## src/rtl/muldiv_hilo_ctrl.sv

```systemverilog
// HI/LO owner for the execute stage: fixed-latency multiplier, 32-step restoring
// divider, MTHI/MTLO writes and the EX stall that covers multi-cycle operations.
module muldiv_hilo_ctrl #(
   parameter int unsigned MUL_CYCLES = 2
) (
   input  logic        clk,
   input  logic        rstn,
   input  logic        op_valid,
   input  logic [2:0]  op,
   input  logic [31:0] src_a,
   input  logic [31:0] src_b,
   input  logic        flush,
   output logic        arith_stall,
   output logic        busy,
   output logic        done,
   output logic [31:0] hi,
   output logic [31:0] lo
);

   typedef enum logic [1:0] {IDLE, MUL, DIV, DONE} state_t;

   state_t      state, state_nx;
   logic [5:0]  cnt;
   logic [31:0] op_a, op_b, quo, rem;
   logic        mul_signed, neg_q, neg_r, div0;
   logic [63:0] pending;

   logic        accept, is_mul, is_div, sgn_op, ge;
   logic [31:0] abs_a, abs_b, diff, rem_nx, quo_nx, q_fix, r_fix;
   logic [32:0] trial;
   logic [63:0] ext_a, ext_b, product;

   assign accept = (state == IDLE) && op_valid && !flush;
   assign is_mul = (op == 3'd0) || (op == 3'd1);
   assign is_div = (op == 3'd2) || (op == 3'd3);
   assign sgn_op = (op == 3'd0) || (op == 3'd2);
   assign abs_a  = (sgn_op && src_a[31]) ? -src_a : src_a;
   assign abs_b  = (sgn_op && src_b[31]) ? -src_b : src_b;

   // Restoring step: op_b holds the divisor magnitude during DIV. The remainder is
   // always below the divisor, so the 32-bit difference is exact even if trial[32] is set.
   assign trial  = {rem, quo[31]};
   assign ge     = trial >= {1'b0, op_b};
   assign diff   = trial[31:0] - op_b;
   assign rem_nx = ge ? diff : trial[31:0];
   assign quo_nx = {quo[30:0], ge};
   assign q_fix  = div0 ? '1   : (neg_q ? -quo_nx : quo_nx);
   assign r_fix  = div0 ? op_a : (neg_r ? -rem_nx : rem_nx);

   assign ext_a   = mul_signed ? {{32{op_a[31]}}, op_a} : {32'd0, op_a};
   assign ext_b   = mul_signed ? {{32{op_b[31]}}, op_b} : {32'd0, op_b};
   assign product = ext_a * ext_b;

   always_ff @(posedge clk or negedge rstn) begin
      if (!rstn) state <= IDLE;
      else       state <= state_nx;
   end

   always_comb begin
      state_nx = state;
      case (state)
         IDLE: begin
            if (accept && is_mul)      state_nx = MUL;
            else if (accept && is_div) state_nx = DIV;
         end
         MUL, DIV: begin
            if (flush)            state_nx = IDLE;
            else if (cnt == '0)   state_nx = DONE;
         end
         DONE:    state_nx = IDLE;
         default: state_nx = IDLE;
      endcase
   end

   always_comb begin
      arith_stall = 1'b0;
      if (rstn) begin
         case (state)
            IDLE:     arith_stall = accept && (is_mul || is_div);
            MUL, DIV: arith_stall = 1'b1;
            default:  arith_stall = 1'b0;
         endcase
      end
   end

   always_ff @(posedge clk or negedge rstn) begin
      if (!rstn) begin
         cnt        <= '0;
         op_a       <= '0;
         op_b       <= '0;
         quo        <= '0;
         rem        <= '0;
         mul_signed <= 1'b0;
         neg_q      <= 1'b0;
         neg_r      <= 1'b0;
         div0       <= 1'b0;
         pending    <= '0;
         hi         <= '0;
         lo         <= '0;
         busy       <= 1'b0;
         done       <= 1'b0;
      end else begin
         busy <= (state_nx == MUL) || (state_nx == DIV);
         done <= (state_nx == DONE);
         case (state)
            IDLE: begin
               if (accept) begin
                  if (is_mul) begin
                     op_a       <= src_a;
                     op_b       <= src_b;
                     mul_signed <= sgn_op;
                     cnt        <= 6'(MUL_CYCLES - 1);
                  end else if (is_div) begin
                     op_a  <= src_a;
                     op_b  <= abs_b;
                     quo   <= abs_a;
                     rem   <= '0;
                     neg_q <= sgn_op && (src_a[31] ^ src_b[31]);
                     neg_r <= sgn_op && src_a[31];
                     div0  <= (src_b == '0);
                     cnt   <= 6'd31;
                  end else if (op == 3'd4) begin
                     hi <= src_a;
                  end else if (op == 3'd5) begin
                     lo <= src_a;
                  end
               end
            end
            MUL: begin
               if (cnt == '0) pending <= product;
               else           cnt     <= cnt - 6'd1;
            end
            DIV: begin
               rem <= rem_nx;
               quo <= quo_nx;
               if (cnt == '0) pending <= {r_fix, q_fix};
               else           cnt     <= cnt - 6'd1;
            end
            DONE: begin
               if (!flush) begin
                  hi <= pending[63:32];
                  lo <= pending[31:0];
               end
            end
            default: ;
         endcase
      end
   end

endmodule

```

## config.mk

```make
export PLATFORM = sky130hd
export DESIGN_NAME = muldiv_hilo_ctrl
export DESIGN_NICKNAME = d
export VERILOG_FILES = /design/src/rtl/muldiv_hilo_ctrl.sv
export SDC_FILE = /design/constraint.sdc
export NUM_CORES = 2
export LEC_CHECK = 0
export BUFFER_PORTS_ARGS = -buffer_cell sky130_fd_sc_hd__buf_2
export CORE_MARGIN = 8
export CORE_UTILIZATION = 67
export DETAILED_ROUTE_END_ITERATION = 10
export GPL_TIMING_DRIVEN = 0
export PLACE_DENSITY = 0.91
export SYNTH_ARGS = -nofsm -noshare
export SYNTH_HDL_FRONTEND = slang
export SYNTH_SLANG_ARGS = --single-unit
```

## constraint.sdc

```tcl
create_clock -name clk -period 12 [get_ports clk]
set_input_delay 0 -clock clk [delete_from_list [all_inputs] [get_ports clk]]
set_output_delay 0 -clock clk [all_outputs]
set_load 0.02 [all_outputs]
```

==> flow_metrics.tcl <==
set metrics [dict create \
    first_pass_iters 8 \
    drt-initial-drc-count 8325 \
    syn-instance-count 7148 \
    cts.sinks 270 \
    final.setup.worst_slack_ps -246.1 \
    startpoint "op_a[10]" \
    grt_overflow 0 \
    globalRouteTotalUtil 0.5238 \
    skew_ps 66.52 \
    hpwl_mm 222.9 \
    async_flop_share 1.000 \
    hold_class "primary input to asynchronous set/reset pin" \
    area_growth_pct 7.068 \
    vias 57607 \
    status "complete, but fails checks" \
    max_freq_mhz 81.66 \
    cts_root_buffer "clkbuf_16" \
    routedWlPerCell_um 31.75 \
    cts_max_level 1 \
    die_h_um 326.2 \
    cts_tree "yes" \
    maxCapViolCount 14 \
    end_kind "flip-flop" \
    r2r_cells 33 \
    start_kind "flip-flop" \
    finalCritPeriodShare 1.021 \
    synth_edf_count 0 \
    die_w_um 326.2 \
    ys_types 82 \
    violations "hold timing, capacitance limit, slew limit, setup timing" \
    timing.rr.start "op_a[10]" \
    timing.hold.ws_ps -17.34 \
    crit_slowest_cell "clkbuf_1" \
    final_nets 9246 \
    ys_ff_latch 270 \
    viasPerCell 6.573 \
    start_util 0.6774 \
    grt_pass1_wl_mm 400.9 \
    first_global_vias 59112 \
    drive_gt1_frac 0.03528 \
    rsz0062_at_grt "no" \
    yosysWarnings 0 \
    finalMaxSlewViolations 161 \
    numCtsBuffers 30 \
    postCtsSetupBuffers 0 \
    synth_area_um2 64450 \
    arrival_ps 12780 \
    ys.flop_type "dfrtp_1" \
    coreArea_um2 95150 \
    fin_tns_setup_ps -246.1 \
    hold_viol 25 \
    path_class "flip-flop to flip-flop" \
    avgSynthCellArea_um2 9.017 \
    grt_max_degree 102 \
    period_needed_ps 12250 \
    slew-limit-headroom -0.1371 \
    wl_mm 278.2 \
    worst_slew_pin_slew_ps 1706 \
    pin_count 138 \
    portBuffers 135 \
    cp_slowest_stage_delay_ps 1070 \
    clk_pin_slew_ps 70 \
    synth-seq-area-share 0.1048 \
    syn_nets 8989 \
    required_ps 12530 \
    antenna_found_initial 46 \
    row_count 113 \
    cts_buffer_depth 3 \
    gp_congestion 1.128 \
    drc 0 \
    clkLatencyLatePin_ps 670 \
    path_max_fanout 10 \
    finalSetupViolations 1 \
    die_area_um2 106400 \
    antenna_left 0 \
    crit_top_cell "fa_1" \
    ff2ff_setup_slack_ps -250 \
]
## kinds of logic (layout without fill, tap and decap cells)
group	Yosys count	after routing	share of synthesized area
and+or+nand+nor	1946	1946	0.1469
buffers and inverters	1970	2249	0.1152
DFF	270	270	0.1048
AOI/OAI and AO/OA	903	903	0.08416
other	0	72	0
xor gates and xnor gates	255	255	0.03465
muxes	32	32	0.005009
adders and majority gates	1772	1772	0.5093
## critical path: cells and delay by family, from the launching register on
family	cells	cell delay [ps]
buf+inv	9	2480
flops	1	490
compound gates	11	3550
simple gates	2	400
fa+ha+maj	11	5210
## final cells by class
type | instances | area [µm²]
antenna | 72 | 180.2
buffer | 377 | 1511
clock buffer | 38 | 820.8
clock inverter | 16 | 232.7
fill | 7167 | 26150
inverter | 1590 | 5968
multi-input combinational | 4908 | 50280
sequential | 270 | 6756
tap | 1265 | 1583
timing repair buffer | 228 | 1674
## flip-flops by register name, indices dropped and copies added (netlist names)
register    count
busy            1
mul_signed      1
neg_r           1
div0            1
rem            32
quo            32
cnt             6
pending        64
done            1
state           2
op_a           32
hi             32
lo             32
neg_q           1
op_b           32
## cell usage in the layout (no fill, tap or decap), drive strengths merged, types with 18 or more instances in the layout
master / synthesis / final
and2: 575 / 575
diode: 0 / 72
mux2i: 30 / 30
or4: 19 / 19
a31oi: 21 / 21
a21oi: 291 / 291
nor2: 187 / 187
nor3: 40 / 40
inv: 1590 / 1593
o21ai: 299 / 299
or3: 22 / 22
dlygate4sd3: 0 / 83
clkbuf: 352 / 384
nor2b: 44 / 44
o21bai: 21 / 21
o211ai: 18 / 18
a21o: 47 / 47
nor4: 26 / 26
xor2: 66 / 66
o31ai: 29 / 29
nand3: 67 / 67
nand2: 871 / 871
dfrtp: 270 / 270
fa: 1420 / 1420
o22ai: 37 / 37
buf: 28 / 171
xnor2: 189 / 189
ha: 350 / 350
o21a: 19 / 19
and3: 39 / 39
## through the flow
| step | cells | utilization | setup WS (ps) | area, µm² | hold WS, ps |
|---|---|---|---|---|---|
| after floorplan | 7148 | - | 2796 | 64450 | -295.6 |
| after global placement | 8548 | 0.7011 | 207.8 | 66710 | 306.5 |
| after detailed placement | 8555 | 0.7026 | 83.27 | 66850 | 103.4 |
| after CTS | 8692 | 0.7224 | 71.13 | 68740 | 38.18 |
| after global routing | 8696 | 0.7234 | 9.078 | 68840 | 79.84 |
| final | 8764 | 0.7252 | -246.1 | 69010 | -17.34 |
## Yosys cell counts (all sizes together) (66+ instances only)
cell type	count	area share
inv	1590	0.093
and2	575	0.056
nand2	871	0.051
ha	350	0.068
a21oi	291	0.023
fa	1420	0.44
nand3	67	0.0052
clkbuf	352	0.021
xor2	66	0.0090
o21ai	299	0.023
xnor2	189	0.026
nor2	187	0.011
dfrtp	270	0.10
## timing repair
action / CTS / global route
endpoints found under the hold margin: 229 / 0
hold buffers: 83 / 0
endpoints found under the setup margin: 0 / 7
resized for setup: 0 / 52
## final timing paths
| path | to |
|---|---|
| max in group asynchronous | op_b[15] |
| worst min register to register | pending[37] |
| worst max-delay path | pending[62] |
| min in group clk | op_a[24] |
| worst min-delay path | rem[11] |
| worst max register to register | pending[62] |
## metal layers
| metal | GRT usage | part of all wire | routed length [µm] |
|---|---|---|---|
| met1 | 0.6060 | 0.32 | 87880 |
| met2 | 0.7274 | 0.40 | 112600 |
| met4 | 0.4316 | 0.11 | 31280 |
| met5 | 0.004527 | 0.00095 | 264 |
| met3 | 0.2588 | 0.17 | 46230 |
Power is left out: the tool's default activity adds up to more than one toggle a clock period on the data nets, which glitch-free logic cannot reach.
